### src/rtl/pipe_ctrl_unit.sv
// Pipeline control unit: arbitrates jump sources into a single registered fetch
// redirect, sequences a multi-cycle flush of the younger stages and derives stalls.
module pipe_ctrl_unit #(
    parameter int unsigned ADDR_WIDTH    = 32,
    parameter int unsigned NUM_SRC       = 2,
    parameter int unsigned NUM_STAGES    = 4,
    parameter int unsigned JUMP_STAGE    = 2,
    parameter int unsigned FLUSH_CYCLES  = 1,
    parameter bit          JUMP_CHECK_EN = 1'b1
) (
    input  logic                          clk,
    input  logic                          rst_n,
    input  logic [NUM_SRC-1:0]            jump_en_i,
    input  logic [NUM_SRC*ADDR_WIDTH-1:0] jump_addr_i,
    input  logic [NUM_STAGES-1:0]         stall_req_i,
    input  logic                          fetch_busy_i,
    output logic                          jump_en_o,
    output logic [ADDR_WIDTH-1:0]         jump_addr_o,
    output logic [NUM_STAGES-1:0]         flush_o,
    output logic [NUM_STAGES-1:0]         stall_o,
    output logic                          busy_o
);

    localparam int unsigned CNT_W = (FLUSH_CYCLES > 1) ? $clog2(FLUSH_CYCLES) : 1;
    localparam logic [CNT_W-1:0] CNT_INIT = CNT_W'(FLUSH_CYCLES - 1);
    // Stages older than the resolving stage survive; everything younger is flushed.
    localparam logic [NUM_STAGES-1:0] FLUSH_MASK =
        {NUM_STAGES{1'b1}} >> (NUM_STAGES - JUMP_STAGE);

    typedef enum logic {
        ST_IDLE  = 1'b0,
        ST_FLUSH = 1'b1
    } state_t;

    state_t                  state_q, state_d;
    logic [CNT_W-1:0]        cnt_q, cnt_d;
    logic                    jump_en_q, jump_en_d;
    logic [ADDR_WIDTH-1:0]   jump_addr_q, jump_addr_d;
    logic [NUM_STAGES-1:0]   flush_q, flush_d;
    logic                    busy_q, busy_d;

    logic                    sel_valid;
    logic [ADDR_WIDTH-1:0]   sel_addr;
    logic                    xfer_done;
    logic                    accept;
    logic                    older_stall;

    // Lowest index wins: iterate downwards so the last hit is the oldest source.
    always_comb begin
        sel_valid = 1'b0;
        sel_addr  = '0;
        for (int i = NUM_SRC - 1; i >= 0; i--) begin
            if (jump_en_i[i]) begin
                sel_valid = 1'b1;
                sel_addr  = jump_addr_i[i*ADDR_WIDTH +: ADDR_WIDTH];
            end
        end
    end

    assign xfer_done = jump_en_q & ~fetch_busy_i;
    assign accept    = (state_q == ST_IDLE) & (~jump_en_q | ~fetch_busy_i) & sel_valid;

    always_comb begin
        state_d     = state_q;
        cnt_d       = cnt_q;
        jump_en_d   = jump_en_q;
        jump_addr_d = jump_addr_q;
        flush_d     = flush_q;

        if (xfer_done) begin
            jump_en_d = 1'b0;
        end

        case (state_q)
            ST_IDLE: begin
                if (accept) begin
                    jump_en_d   = 1'b1;
                    jump_addr_d = sel_addr;
                    flush_d     = FLUSH_MASK;
                    cnt_d       = CNT_INIT;
                    state_d     = ST_FLUSH;
                end
            end
            ST_FLUSH: begin
                // A still-held redirect survives the exit; only the flush ends.
                if (cnt_q == '0) begin
                    state_d = ST_IDLE;
                    flush_d = '0;
                end else begin
                    cnt_d = cnt_q - 1'b1;
                end
            end
            default: begin
                state_d = ST_IDLE;
                flush_d = '0;
            end
        endcase

        busy_d = (state_d == ST_FLUSH);
    end

    always_ff @(posedge clk or negedge rst_n) begin
        if (!rst_n) begin
            state_q     <= ST_IDLE;
            cnt_q       <= '0;
            jump_en_q   <= 1'b0;
            jump_addr_q <= '0;
            flush_q     <= '0;
            busy_q      <= 1'b0;
        end else begin
            state_q     <= state_d;
            cnt_q       <= cnt_d;
            jump_en_q   <= jump_en_d;
            jump_addr_q <= jump_addr_d;
            flush_q     <= flush_d;
            busy_q      <= busy_d;
        end
    end

    // An older stall freezes every younger stage; a flush of the stage wins.
    always_comb begin
        older_stall = 1'b0;
        stall_o     = '0;
        for (int k = NUM_STAGES - 1; k >= 0; k--) begin
            older_stall = older_stall | stall_req_i[k];
            stall_o[k]  = older_stall & ~flush_q[k];
        end
    end

    assign jump_en_o   = jump_en_q;
    assign jump_addr_o = jump_addr_q;
    assign flush_o     = flush_q;
    assign busy_o      = busy_q;

    assert property (@(posedge clk) disable iff (!rst_n || !JUMP_CHECK_EN)
        !((|jump_en_i) && (busy_q || (jump_en_q && fetch_busy_i))))
        else $error("pipe_ctrl_unit: jump request while sources are masked");

endmodule

### config.mk
export PLATFORM = sky130hd
export DESIGN_NAME = pipe_ctrl_unit
export DESIGN_NICKNAME = d
export VERILOG_FILES = /design/src/rtl/pipe_ctrl_unit.sv
export SDC_FILE = /design/constraint.sdc
export NUM_CORES = 1
export LEC_CHECK = 0
export BUFFER_PORTS_ARGS = -buffer_cell sky130_fd_sc_hd__buf_2
export CAP_MARGIN = 5
export CORE_MARGIN = 8
export CORE_UTILIZATION = 40
export CTS_BUF_LIST = sky130_fd_sc_hd__clkbuf_2
export CTS_CLUSTER_DIAMETER = 150
export DETAILED_ROUTE_END_ITERATION = 10
export PLACE_DENSITY = 0.88
export SYNTH_ARGS = -nofsm -noshare
export SYNTH_HDL_FRONTEND = slang
export SYNTH_SLANG_ARGS = --single-unit
### constraint.sdc
create_clock -name clk -period 2.4 [get_ports clk]
set_clock_uncertainty 0.15 [all_clocks]
set_input_delay 0.24 -clock clk [delete_from_list [all_inputs] [get_ports clk]]
set_output_delay 0.24 -clock clk [all_outputs]
set_load 0.01 [all_outputs]
==> results.cfg <==
[sta]
worstMarginPinSlew_ns = 0.770
rsz0062_at_grt = false
post-route-min-period_ns = 1.61
timing.setup.tns_ns = 0
period_share = 0.669
slew_headroom = 0.487
timing.hold.ws_ns = 0.0476
max_freq_mhz = 623
drv_slew = 0
setup-violations-final = 0
final_hold_viol_count = 0

[floorplan]
core_um2 = 4060
die_h_um = 81.2
dieArea_um2 = 6590
rows = 23
start_util = 0.419
io_pins = 115
die_w_um = 81.2

[finish]
n_fill_cell = 353
final_cell_mix = buf_2 (112), dfrtp_1 (35), a22o_1 (30), mux2_2 (27)
drive_gt1_frac = 0.628
final_common_cell = buf_2
antenna_cells = 0
nets = 314
area_growth_pct = 36.7

[clock_tree]
post_cts_resized = 0
root_buffer = clkbuf_2
path_clk_slew_ns = 0.17
cts_buffers = 5
tritoncts = yes
clock_latency_ns = 0.36
cts_max_level = 2
cts_buffer_depth = 2
cts.sinks = 35

[detailed_routing]
drt-total-wl_um = 4830
dr.pass1.iters = 4
vias_per_cell = 4.99
met2WireLength_um = 2590
highest_layer = met4
vias = 1458
wl_met3_um = 450
drtAntennaViolNets = 0
routedWlPerCell_um = 16.5
drc_errors = 0
drtIter0Drc = 42
m1WireLength_um = 1730

[pwr]
leakagePower_nw = 1.25
power.density_nw_per_um2 = 737
ir_drop_mv = 0.354

[setup_path]
cp_max_fo = 34
cpPeakStageDelay_ns = 0.41
crit_chain = o21bai_2, a21oi_4, buf_12, mux2_2
arrival_ns = 1.72
cp_slowest_cell = dfrtp_1
reg2reg_depth = 4
worstSetupStartpointType = flop
end_kind = flop
crit_type = reg2reg
worst_ep_required_time_ns = 2.52

[global_routing]
grt_pass1_wl_um = 7650
grt_max_degree = 36
antenna_found_initial = 0
grt_pass1_vias = 1612
grt-ovfl-total = 0
grt_usage = 0.147

[synth]
synth_area_um2 = 1700
ys_seq_elements = 35
synth_cells = 130
avgSynthCellArea_um2 = 13.1
ys_types = 19
synth_warnings = 0
synth-seq-area-share = 0.515

[status]
outcome = complete, no violations

[worst_hold_path]
min_path_cells = 3
hold_path_class = in2reg

[placed_design]
portBuffers = 112
place.gp.congestion = 0.762
post-dp-hpwl_um = 3800

[flow_run]
maxCapViolCount = 0
-- power breakdown --
part | switching (W) | internal, W | leakage, nW
registers | 0.0000808 | 0.000744 | 0.433
logic | 0.000297 | 0.000334 | 0.793
clock network | 0.000186 | 0.0000702 | 0.0281
-- cell type report --
type,count,area (um^2),area share
multi-input cells,80,726,0.312
flip-flops and latches,35,876,0.377
clock buffers,6,30.0,0.0129
clock inverters,2,7.51,0.00323
repair buffers,117,616,0.265
inverters,2,7.51,0.00323
well taps,50,62.6,0.0269
-- timing repair --
item                      4_1_cts  5_1_grt
setup buffers                   0        0
hold buffers                    2        0
hold endpoints to repair       36        0
-- routing by layer --
layer | global-route usage | vias to the layer above
li1 | - | 694
met1 | 0.158 | 698
met2 | 0.254 | 58
met3 | 0.0596 | 8
met4 | 0.0571 | 0
met5 | 0 | -
-- per-stage QoR --
step	total power, W	cell area (um^2)	std cells	util	setup slack [ns]
floorplan	0.00119	1700	131	-	0.787
global placement	0.00146	2270	282	0.559	0.841
detailed placement	0.00148	2270	282	0.559	0.807
CTS	0.00175	2320	292	0.573	0.785
global route	0.00183	2320	292	0.573	0.745
finish	0.00171	2320	292	0.573	0.794
-- path summary, 6_finish.rpt --
| path | from | endpoint | slack (ns) |
|---|---|---|---|
| max | busy_o | jump_addr_o[8] | 0.79 |
| max in group asynchronous | rst_n | flush_o[0] | 1.30 |
| min in group asynchronous | rst_n | jump_addr_o[4] | 0.32 |
| min reg2reg | jump_addr_o[29] | jump_addr_o[29] | 0.35 |
| min | jump_addr_i[63] | jump_addr_o[31] | 0.05 |
| max reg2reg | busy_o | jump_addr_o[8] | 0.79 |
-- critical path, delay by kind of cell, from the launching register on --
kind | cells | cell delay (ns)
compound gates | 2 | 0.36
flops | 1 | 0.41
buf+inv | 1 | 0.22
mux | 1 | 0.36
-- Yosys cell counts, drive strengths merged --
cell    instances  share of area
conb            1         0.0022
a21oi           2          0.013
nor2b           1         0.0037
clkbuf          3         0.0066
nor2            2         0.0044
nand2           6          0.013
o21bai          1         0.0066
a21o            1         0.0044
a22o           30           0.15
inv             2         0.0044
or2             1         0.0037
o21ai           2         0.0059
dfrtp          35           0.52
buf            11          0.051
mux2           32           0.21
-- registers in the layout, indices dropped and copies added, names as in the netlist --
register and cells:
jump_addr_o 32, jump_en_o 1, busy_o 1, flush_o 1
-- cell families after synthesis --
group / synth area share
multiplexers: 0.212
AND/OR/NAND/NOR: 0.0250
AO/OA/AOI/OAI: 0.184
flip-flops: 0.515
buffers and inverters: 0.0618
other: 0.00221
Note: power is estimated with default switching activity, not from simulation.
